===== config.mk =====
export PLATFORM = sky130hd
export DESIGN_NAME = cla_nibble_seq_ctrl
export DESIGN_NICKNAME = d
export VERILOG_FILES = /design/src/rtl/cla_pkg.sv /design/src/rtl/cla4_slice.sv /design/src/rtl/cla_nibble_seq_ctrl.sv
export SDC_FILE = /design/constraint.sdc
export NUM_CORES = 1
export LEC_CHECK = 0
export CORE_UTILIZATION = 38
export DETAILED_ROUTE_END_ITERATION = 16
export DONT_BUFFER_PORTS = 1
export PLACE_DENSITY_LB_ADDON = 0.05
export SLEW_MARGIN = 10
export SYNTH_ARGS = -nofsm -noshare
export SYNTH_HDL_FRONTEND = slang
export SYNTH_HIERARCHICAL = 1
export SYNTH_SLANG_ARGS = --single-unit

===== constraint.sdc =====
create_clock -name clk -period 3.4 [get_ports clk]
set_input_delay 0.17 -clock clk [delete_from_list [all_inputs] [get_ports clk]]
set_output_delay 0.17 -clock clk [all_outputs]
set_load 0.01 [all_outputs]

===== src/rtl/cla_pkg.sv =====
// Shared types for the nibble-serial carry-lookahead sequencer.
package cla_pkg;

  localparam int NIB_W = 4;

  typedef enum logic [1:0] {
    IDLE = 2'd0,
    RUN  = 2'd1,
    DONE = 2'd2
  } cla_seq_state_t;

endpackage


===== src/rtl/cla4_slice.sv =====
// Combinational 4-bit carry-lookahead adder slice.
module cla4_slice (
  input  logic [3:0] a,
  input  logic [3:0] b,
  input  logic       ci,
  output logic [3:0] s,
  output logic       co
);

  logic [3:0] g;
  logic [3:0] p;
  logic [4:0] c;

  assign g = a & b;
  assign p = a ^ b;

  // Every carry is expanded from generate/propagate terms, so none waits on its neighbour.
  assign c[0] = ci;
  assign c[1] = g[0] | (p[0] & ci);
  assign c[2] = g[1] | (p[1] & g[0]) | (p[1] & p[0] & ci);
  assign c[3] = g[2] | (p[2] & g[1]) | (p[2] & p[1] & g[0]) | (p[2] & p[1] & p[0] & ci);
  assign c[4] = g[3] | (p[3] & g[2]) | (p[3] & p[2] & g[1]) | (p[3] & p[2] & p[1] & g[0])
              | (p[3] & p[2] & p[1] & p[0] & ci);

  assign s  = p ^ c[3:0];
  assign co = c[4];

endmodule


===== src/rtl/cla_nibble_seq_ctrl.sv =====
// Adds or subtracts WIDTH-bit operands one nibble per clock through a single
// 4-bit CLA slice, with valid/ready handshakes on both the request and result sides.
module cla_nibble_seq_ctrl
  import cla_pkg::*;
#(
  parameter int WIDTH = 16
) (
  input  logic             clk,
  input  logic             rst_n,
  input  logic             in_valid,
  output logic             in_ready,
  input  logic [WIDTH-1:0] in_a,
  input  logic [WIDTH-1:0] in_b,
  input  logic             in_cin,
  input  logic             in_sub,
  output logic             out_valid,
  input  logic             out_ready,
  output logic [WIDTH-1:0] out_sum,
  output logic             out_cout,
  output logic             out_ovf,
  output logic             busy
);

  localparam int NNIB = WIDTH / NIB_W;
  localparam int IDXW = (NNIB > 1) ? $clog2(NNIB) : 1;
  localparam logic [IDXW-1:0] LAST_IDX = IDXW'(NNIB - 1);

  cla_seq_state_t   state_q, state_d;
  logic [IDXW-1:0]  idx_q, idx_d;
  logic             carry_q, carry_d;
  logic [WIDTH-1:0] a_q, a_d;
  logic [WIDTH-1:0] b_q, b_d;
  logic [WIDTH-1:0] sum_q, sum_d;
  logic             cout_q, cout_d;
  logic             ovf_q, ovf_d;

  logic [NIB_W-1:0] nib_a;
  logic [NIB_W-1:0] nib_b;
  logic [NIB_W-1:0] nib_s;
  logic             nib_co;

  always_comb begin
    nib_a = '0;
    nib_b = '0;
    for (int n = 0; n < NNIB; n++) begin
      if (idx_q == IDXW'(n)) begin
        nib_a = a_q[n*NIB_W +: NIB_W];
        nib_b = b_q[n*NIB_W +: NIB_W];
      end
    end
  end

  cla4_slice u_slice (
    .a  (nib_a),
    .b  (nib_b),
    .ci (carry_q),
    .s  (nib_s),
    .co (nib_co)
  );

  always_comb begin
    state_d = state_q;
    idx_d   = idx_q;
    carry_d = carry_q;
    a_d     = a_q;
    b_d     = b_q;
    sum_d   = sum_q;
    cout_d  = cout_q;
    ovf_d   = ovf_q;
    case (state_q)
      IDLE: begin
        // Subtraction is A + ~B + !borrow, so B is stored pre-inverted.
        if (in_valid) begin
          a_d     = in_a;
          b_d     = in_sub ? ~in_b : in_b;
          carry_d = in_cin ^ in_sub;
          idx_d   = '0;
          state_d = RUN;
        end
      end
      RUN: begin
        for (int n = 0; n < NNIB; n++) begin
          if (idx_q == IDXW'(n)) sum_d[n*NIB_W +: NIB_W] = nib_s;
        end
        carry_d = nib_co;
        if (idx_q == LAST_IDX) begin
          state_d = DONE;
          cout_d  = nib_co;
          ovf_d   = (a_q[WIDTH-1] == b_q[WIDTH-1]) && (nib_s[NIB_W-1] != a_q[WIDTH-1]);
        end else begin
          idx_d = idx_q + 1'b1;
        end
      end
      DONE: begin
        if (out_ready) state_d = IDLE;
      end
      default: state_d = IDLE;
    endcase
  end

  always_ff @(posedge clk or negedge rst_n) begin
    if (!rst_n) begin
      state_q <= IDLE;
      idx_q   <= '0;
      carry_q <= 1'b0;
      a_q     <= '0;
      b_q     <= '0;
      sum_q   <= '0;
      cout_q  <= 1'b0;
      ovf_q   <= 1'b0;
    end else begin
      state_q <= state_d;
      idx_q   <= idx_d;
      carry_q <= carry_d;
      a_q     <= a_d;
      b_q     <= b_d;
      sum_q   <= sum_d;
      cout_q  <= cout_d;
      ovf_q   <= ovf_d;
    end
  end

  assign in_ready  = (state_q == IDLE);
  assign out_valid = (state_q == DONE);
  assign busy      = (state_q != IDLE);
  assign out_sum   = sum_q;
  assign out_cout  = cout_q;
  assign out_ovf   = ovf_q;

endmodule


==> results of run 1 <==
## what timing repair did
action | in CTS | in global routing
setup buffers | 0 | 0
resized for setup | 0 | 2
hold buffers | 5 | 1
setup endpoints to repair | 0 | 1
endpoints found under the hold margin | 58 | 1
## power by group through the flow
| stage | clock, mW | combinational, mW | sequential [mW] |
|---|---|---|---|
| 6_report | 0.360 | 1.72 | 1.28 |
| 5_1_grt | 0.400 | 1.95 | 1.32 |
| 4_1_cts | 0.376 | 1.75 | 1.28 |
| 3_5_place_dp | 0 | 1.72 | 1.30 |
| 3_3_place_gp | 0 | 1.66 | 1.29 |
| 2_1_floorplan | 0 | 1.36 | 1.20 |
## worst max-delay path: cells and delay by family (launching register included)
kind            cells  cell delay [ns]
compound gates      6             1.04
simple gates        1             0.22
xor+xnor            1             0.33
buf+inv             1             0.10
flops               1             0.43
fa+ha+maj           2             0.78
## stage by stage
stage,hold slack [ns],power [mW],area (µm²),utilization,std cells
after floorplan,-0.1256,2.564,2679,-,231
after global placement,-0.1242,2.955,2758,0.4059,319
after detailed placement,-0.1243,3.019,2758,0.4059,319
after CTS,0.003766,3.408,2913,0.4287,331
after global routing,0.001532,3.672,2930,0.4313,332
final,0.01854,3.353,2930,0.4313,332
## cells in the final DEF (no fill, tap or decap), drive strengths merged
cell          n
mux2i         1
xor2          3
inv          10
clkbuf        6
nor2b         8
a22o          1
dfrtp        55
a21oi        19
xnor2        17
o31ai         7
mux2         34
nand2        15
clkinv        1
nand2b        1
a221oi        7
o21ai         6
nor2         17
a21o          3
or2           1
and2b         1
fa            1
nor3b         2
a31o          1
buf           4
ha            8
dlygate4sd3   5
and3b         1
nand3b        1
## flip-flops by register name, indices dropped and copies added (netlist names)
signal / cells
state_q: 2
carry_q: 1
b_q: 16
out_sum: 16
a_q: 16
out_cout: 1
idx_q: 2
out_ovf: 1
## logic make-up (layout without fill, tap and decap cells)
| group | count (synthesis) | in the layout |
|---|---|---|
| AOI/OAI and AO/OA | 44 | 44 |
| xor gates and xnor gates | 20 | 20 |
| adders and majority gates | 9 | 9 |
| buffers and inverters | 21 | 26 |
| DFF | 55 | 55 |
| muxes | 35 | 35 |
| and+or+nand+nor | 47 | 47 |
## layer usage
layer	wire [µm]	up-vias
met5	0	-
met4	61	0
met3	314	4
met2	2489	42
met1	2446	825
li1	-	807
## area by class of cell
type | count | area, µm²
Sequential cell | 55 | 1376
Timing Repair Buffer | 9 | 100.1
Clock inverter | 1 | 5.005
Tap cell | 96 | 120.1
Inverter | 10 | 37.54
Clock buffer | 6 | 82.58
Fill cell | 661 | 3864
Multi-Input combinational cell | 155 | 1209
## final timing paths
path,cells after the start,endpoint
worst max-delay path,11,out_ovf$_DFFE_PN0P_
worst min-delay path,1,a_q[6]$_DFFE_PN0P_
worst max register to register,11,out_ovf$_DFFE_PN0P_
worst min register to register,1,a_q[13]$_DFFE_PN0P_
max in group asynchronous,2,a_q[8]$_DFFE_PN0P_
min in group asynchronous,2,out_sum[5]$_DFFE_PN0P_
==> results.json, run 1 <==
{
  "vias_in_the_first_global_route": 1691,
  "synth.most_common_cell": "sky130_fd_sc_hd__dfrtp_1",
  "report.final.setup_viol": 0,
  "drt-wirelength-per-cell_um": 16.00,
  "yosys.cell_types.count": 30,
  "post_route_cells_drive_above_1_share": 0.2076,
  "row_count": 30,
  "timing_worst_setup_path_type": "reg -> reg",
  "initial_antenna_violation_count": 0,
  "leakage_nw": 1.241,
  "crit_arrival_ns": 3.22,
  "remaining_antenna_violation_count_after_routing": 0,
  "grtUsageTotal": 0.1581,
  "synth_compound_area_frac": 0.1042,
  "ys_seq_elements": 55,
  "cts.path.max_buffers": 2,
  "met1_usage": 0.2117,
  "most_used_routing_layer_in_global_routing": "met2",
  "tritoncts_num_sinks": 55,
  "worst_path_largest_cell_delay_ns": 0.50,
  "power_switching_mw": 1.397,
  "sequentialPowerShare": 0.381,
  "synth-simple-area-share": 0.08734,
  "finalWorstSetupSlack_ns": 0.3515,
  "syn_area_mm2": 0.002679,
  "post-dp-hpwl_mm": 3.864,
  "switching_share": 0.4166,
  "pre_cts_slack_ns": 0.1347,
  "worst-endpoint-required_ns": 3.57,
  "dieWidth_um": 85.96,
  "hold_violations": 0,
  "synth_fa_ha_area_frac": 0.04484,
  "power_report.internal_total_mw": 1.956,
  "synth-edff-count": 0,
  "hold_class": "in -> reg",
  "design.core.area_mm2": 0.006794,
  "fmax_achieved_ghz": 0.3280,
  "port-buffer-count": 0,
  "vias": 1678,
  "worst-path-max-fanout": 17,
  "use_met2": 0.2424,
  "grt-ovfl-total": 0,
  "gp_congestion": 0.7758,
  "min_period_over_period": 0.8966,
  "synth.cells.most_frequent": "sky130_fd_sc_hd__dfrtp_1 (55), sky130_fd_sc_hd__mux2_2 (34), sky130_fd_sc_hd__a21oi_1 (19)",
  "power_frac_comb": 0.512,
  "synth_instances": 231,
  "starting_density_of_the_core": 0.3943,
  "synth.top_cells.by_area": "sky130_fd_sc_hd__dfrtp_1 (51%), sky130_fd_sc_hd__mux2_2 (14%), sky130_fd_sc_hd__xnor2_1 (5.6%)",
  "maximum_number_of_pins_on_one_net_before_global_route_repair": 56,
  "grt.met3_usage": 0.04812,
  "drc": 0,
  "ir_worst_vdd_mv": 0.4562,
  "die_height_um": 85.96,
  "wire_length_of_the_first_global_routing_pass_mm": 8.818,
  "final_period_minus_worst_setup_slack_ns": 3.048,
  "worst_pin_slew_ns": 1.020,
  "most_numerous_cell_on_the_critical_path": "sky130_fd_sc_hd__ha_1",
  "route.detailed.vias_per_inst": 5.054,
  "max-cap-violations": 0,
  "synth_flop_cell": "sky130_fd_sc_hd__dfrtp_1",
  "design.final.nets": 283,
  "slowest_stage": "sky130_fd_sc_hd__ha_1",
  "skew_ns": 0.006482,
  "num_antenna_cells": 0,
  "ys_seq_area_frac": 0.5138,
  "start_kind": "register",
  "postSynthNetCount": 278,
  "htree_num_levels": 2,
  "clock_latency_ns": 0.30,
  "ioPinCount": 59,
  "tritoncts": "done",
  "average_size_of_a_mapped_cell_um2": 11.60,
  "totalNegativeSetupSlack_ns": 0,
  "final-max-slew-violation-count": 0,
  "pwr_density_cell_mw_per_mm2": 1144,
  "root_buffer": "sky130_fd_sc_hd__clkbuf_8",
  "r2r_setup_slack_ns": 0.35,
  "synth_async_sr_flop_share": 1.000,
  "grt_setup_unrepaired": "false",
  "endpoint_kind": "register",
  "drt_pre_antenna_iters": 4,
  "synth-warning-count": 6,
  "path_clk_slew_ns": 0.09,
  "post-synth-top-area-cell": "sky130_fd_sc_hd__dfrtp_1",
  "synth_top_family_by_area": "multiplexers",
  "post_synth_xor_area_fraction": 0.06539,
  "min_from": "in_a[6]",
  "r2r-start": "idx_q[0]$_DFFE_PN0P_",
  "result_of_the_run": "finished, final reports clean",
  "drt_iter0_markers": 59,
  "die_area_mm2": 0.007389,
  "cp_cell_sequence": "inv_1 > ha_1 > a221oi_1 > o31ai_1 > ha_1 > a21o_1 > a31o_1 > xor2_1 > and3b_1 > a21oi_1 > o21ai_0",
  "muxShareOfSynthArea": 0.1467,
  "clock_share_of_power": 0.107,
  "syn_to_final_growth_pct": 9.388,
  "drt-total-wl_mm": 5.312,
  "maxSlewHeadroom": 0.3194,
  "crit_path_start": "idx_q[0]$_DFFE_PN0P_",
  "post-synth-top-area-fraction": 0.5138,
  "number_of_buffers_created_by_cts": 5
}
Power figures use the tool's default switching activity.
==> run 2, diff against run 1 <==
- CORE_UTILIZATION: 38 -> 52
==> run 2 against run 1 <==
Register-to-register slack barely moved. Critical path depth rose by 1. Power rose by 0.22%. Sequential power barely moved. Sequential cell count did not move. Fmax rose by 0.20%. Via count rose by 0.42%. Non-clock buffer count fell by 3. Worst hold slack got worse by 0.0081 ns. Setup slack improved by 0.0062 ns. Count of clock-buffer cells in the layout did not move. Cell area fell by 2.1%. Largest power group unchanged.
==> results.json, run 2 (synthesized netlist as in run 1, its figures left out) <==
{
  "most_numerous_cell_on_the_critical_path": "sky130_fd_sc_hd__ha_1",
  "number_of_buffers_created_by_cts": 5,
  "worst-endpoint-required_ns": 3.58,
  "crit_arrival_ns": 3.22,
  "gp_congestion": 0.7520,
  "post-place-cells": 289,
  "design.core.area_mm2": 0.004848,
  "timing_worst_setup_path_type": "reg -> reg",
  "most-common-layout-cells": "sky130_fd_sc_hd__dfrtp_1 (55), sky130_fd_sc_hd__mux2_2 (34), sky130_fd_sc_hd__a21oi_1 (19)",
  "starting_density_of_the_core": 0.5525,
  "cp_top_family": "compound AO/OA/AOI/OAI gates",
  "die_height_um": 73.78,
  "grt-ovfl-total": 0,
  "htree_num_levels": 2,
  "post-dp-hpwl_mm": 3.669,
  "final_period_minus_worst_setup_slack_ns": 3.042,
  "drt_pre_antenna_iters": 4,
  "report.final.setup_viol": 0,
  "root_buffer": "sky130_fd_sc_hd__clkbuf_8",
  "row_count": 25,
  "worst_pin_slew_ns": 0.5856,
  "port-buffer-count": 0,
  "leading_cell_type_in_the_layout_fill_and_taps_excluded": "sky130_fd_sc_hd__dfrtp_1",
  "fmax_achieved_ghz": 0.3287,
  "final-max-slew-violation-count": 0,
  "num-fill-cells": 410,
  "skew_ns": 0.01043,
  "grtUsageTotal": 0.2063,
  "endpoint_kind": "register",
  "cp_cell_sequence": "inv_1 > ha_1 > nor2b_2 > a221oi_1 > o31ai_1 > ha_1 > a21o_1 > a31o_1 > xor2_2 > and3b_1 > a21oi_1 > o21ai_0",
  "clock_share_of_power": 0.106,
  "sequentialPowerShare": 0.380,
  "leakage_nw": 1.225,
  "tritoncts_num_sinks": 55,
  "wire_length_of_the_first_global_routing_pass_mm": 8.286,
  "instances_no_fill": 300,
  "design_area_mm2": 0.002869,
  "ir_worst_vdd_mv": 0.5099,
  "pwr_density_cell_mw_per_mm2": 1171,
  "result_of_the_run": "finished, final reports clean",
  "remaining_antenna_violation_count_after_routing": 0,
  "path_clk_slew_ns": 0.09,
  "ioPinCount": 59,
  "post_route_cells_drive_above_1_share": 0.2103,
  "critical_path.n_buffers_inverters": 1,
  "design.final.nets": 280,
  "power_frac_comb": 0.514,
  "dieWidth_um": 73.78,
  "start_kind": "register",
  "postLayoutCoreUtil": 0.5917,
  "hold_violations": 0,
  "report.power.total_mw": 3.360,
  "drt-wirelength-per-cell_um": 16.86,
  "hold_class": "in -> reg",
  "switching_share": 0.4177,
  "vias": 1685,
  "vias_in_the_first_global_route": 1705,
  "grt_setup_unrepaired": "false",
  "power_report.internal_total_mw": 1.957,
  "drt-total-wl_mm": 5.057,
  "clock_latency_ns": 0.30,
  "maxSlewHeadroom": 0.6096,
  "syn_to_final_growth_pct": 7.099,
  "totalNegativeSetupSlack_ns": 0,
  "power_switching_mw": 1.404,
  "drt_iter0_markers": 65,
  "tritoncts": "done",
  "drc": 0,
  "worst-path-max-fanout": 7,
  "postPlaceCellArea_mm2": 0.002714,
  "maximum_number_of_pins_on_one_net_before_global_route_repair": 56,
  "min_period_over_period": 0.8948,
  "worst_path_largest_cell_delay_ns": 0.43,
  "die_area_mm2": 0.005443,
  "initial_antenna_violation_count": 0,
  "num_antenna_cells": 0,
  "max-cap-violations": 0,
  "route.detailed.vias_per_inst": 5.617,
  "cts.path.max_buffers": 2,
  "slowest_stage": "sky130_fd_sc_hd__dfrtp_1"
}
-- run 2: cell count changes in the layout (fill, tap and decap cells not counted), sizes merged --
cell	before	now
dlygate4sd3	5	3
buf	4	3
-- run 2: worst paths after layout --
path	from	end	depth (start not counted)	slack, ns
max	idx_q[0]$_DFFE_PN0P_	out_ovf$_DFFE_PN0P_	12	0.36
min	in_a[11]	a_q[11]$_DFFE_PN0P_	1	0.01
max reg2reg	idx_q[0]$_DFFE_PN0P_	out_ovf$_DFFE_PN0P_	12	0.36
min reg2reg	a_q[11]$_DFFE_PN0P_	a_q[11]$_DFFE_PN0P_	1	0.53
max in group asynchronous	rst_n	a_q[13]$_DFFE_PN0P_	2	2.75
min in group asynchronous	rst_n	a_q[1]$_DFFE_PN0P_	2	0.40
-- run 2: cell type report --
type | count | area [µm²] | area share
clock buffer | 6 | 82.58 | 0.02878
tap | 67 | 83.83 | 0.02922
inverter | 10 | 37.54 | 0.01308
sequential | 55 | 1376 | 0.4797
clock inverter | 1 | 5.005 | 0.001744
timing repair buffer | 6 | 72.57 | 0.02529
multi-input combinational | 155 | 1211 | 0.4222
-- run 2: through the flow --
step / worst slack, ns / hold WS [ns]
3_5_place_dp: 0.09568 / -0.1245
3_3_place_gp: 0.2787 / -0.1245
5_1_grt: 0.1138 / 0.004257
6_report: 0.3577 / 0.01044
2_1_floorplan: 0.5885 / -0.1256
4_1_cts: 0.08817 / 0.001144
-- run 2: layer usage --
layer / global-route usage / wire length, µm / vias up
met2: 0.3354 / 2504 / 42
li1: - / - / 797
met3: 0.04527 / 211 / 6
met1: 0.2783 / 2292 / 840
met4: 0.05769 / 48 / 0
met5: 0 / 0 / -
-- run 2: timing repair --
item	4_1_cts	5_1_grt
gates resized for setup	0	2
setup buffers	0	0
endpoints found under the setup margin	0	1
hold buffers	3	1
endpoints found under the hold margin	56	1
-- run 2: power groups by stage --
| stage | registers [mW] | logic, mW | clock network (mW) |
|---|---|---|---|
| finish | 1.28 | 1.73 | 0.356 |
| floorplan | 1.20 | 1.36 | 0 |
| global route | 1.31 | 1.94 | 0.393 |
| global placement | 1.28 | 1.61 | 0 |
| detailed placement | 1.29 | 1.68 | 0 |
| CTS | 1.28 | 1.70 | 0.367 |
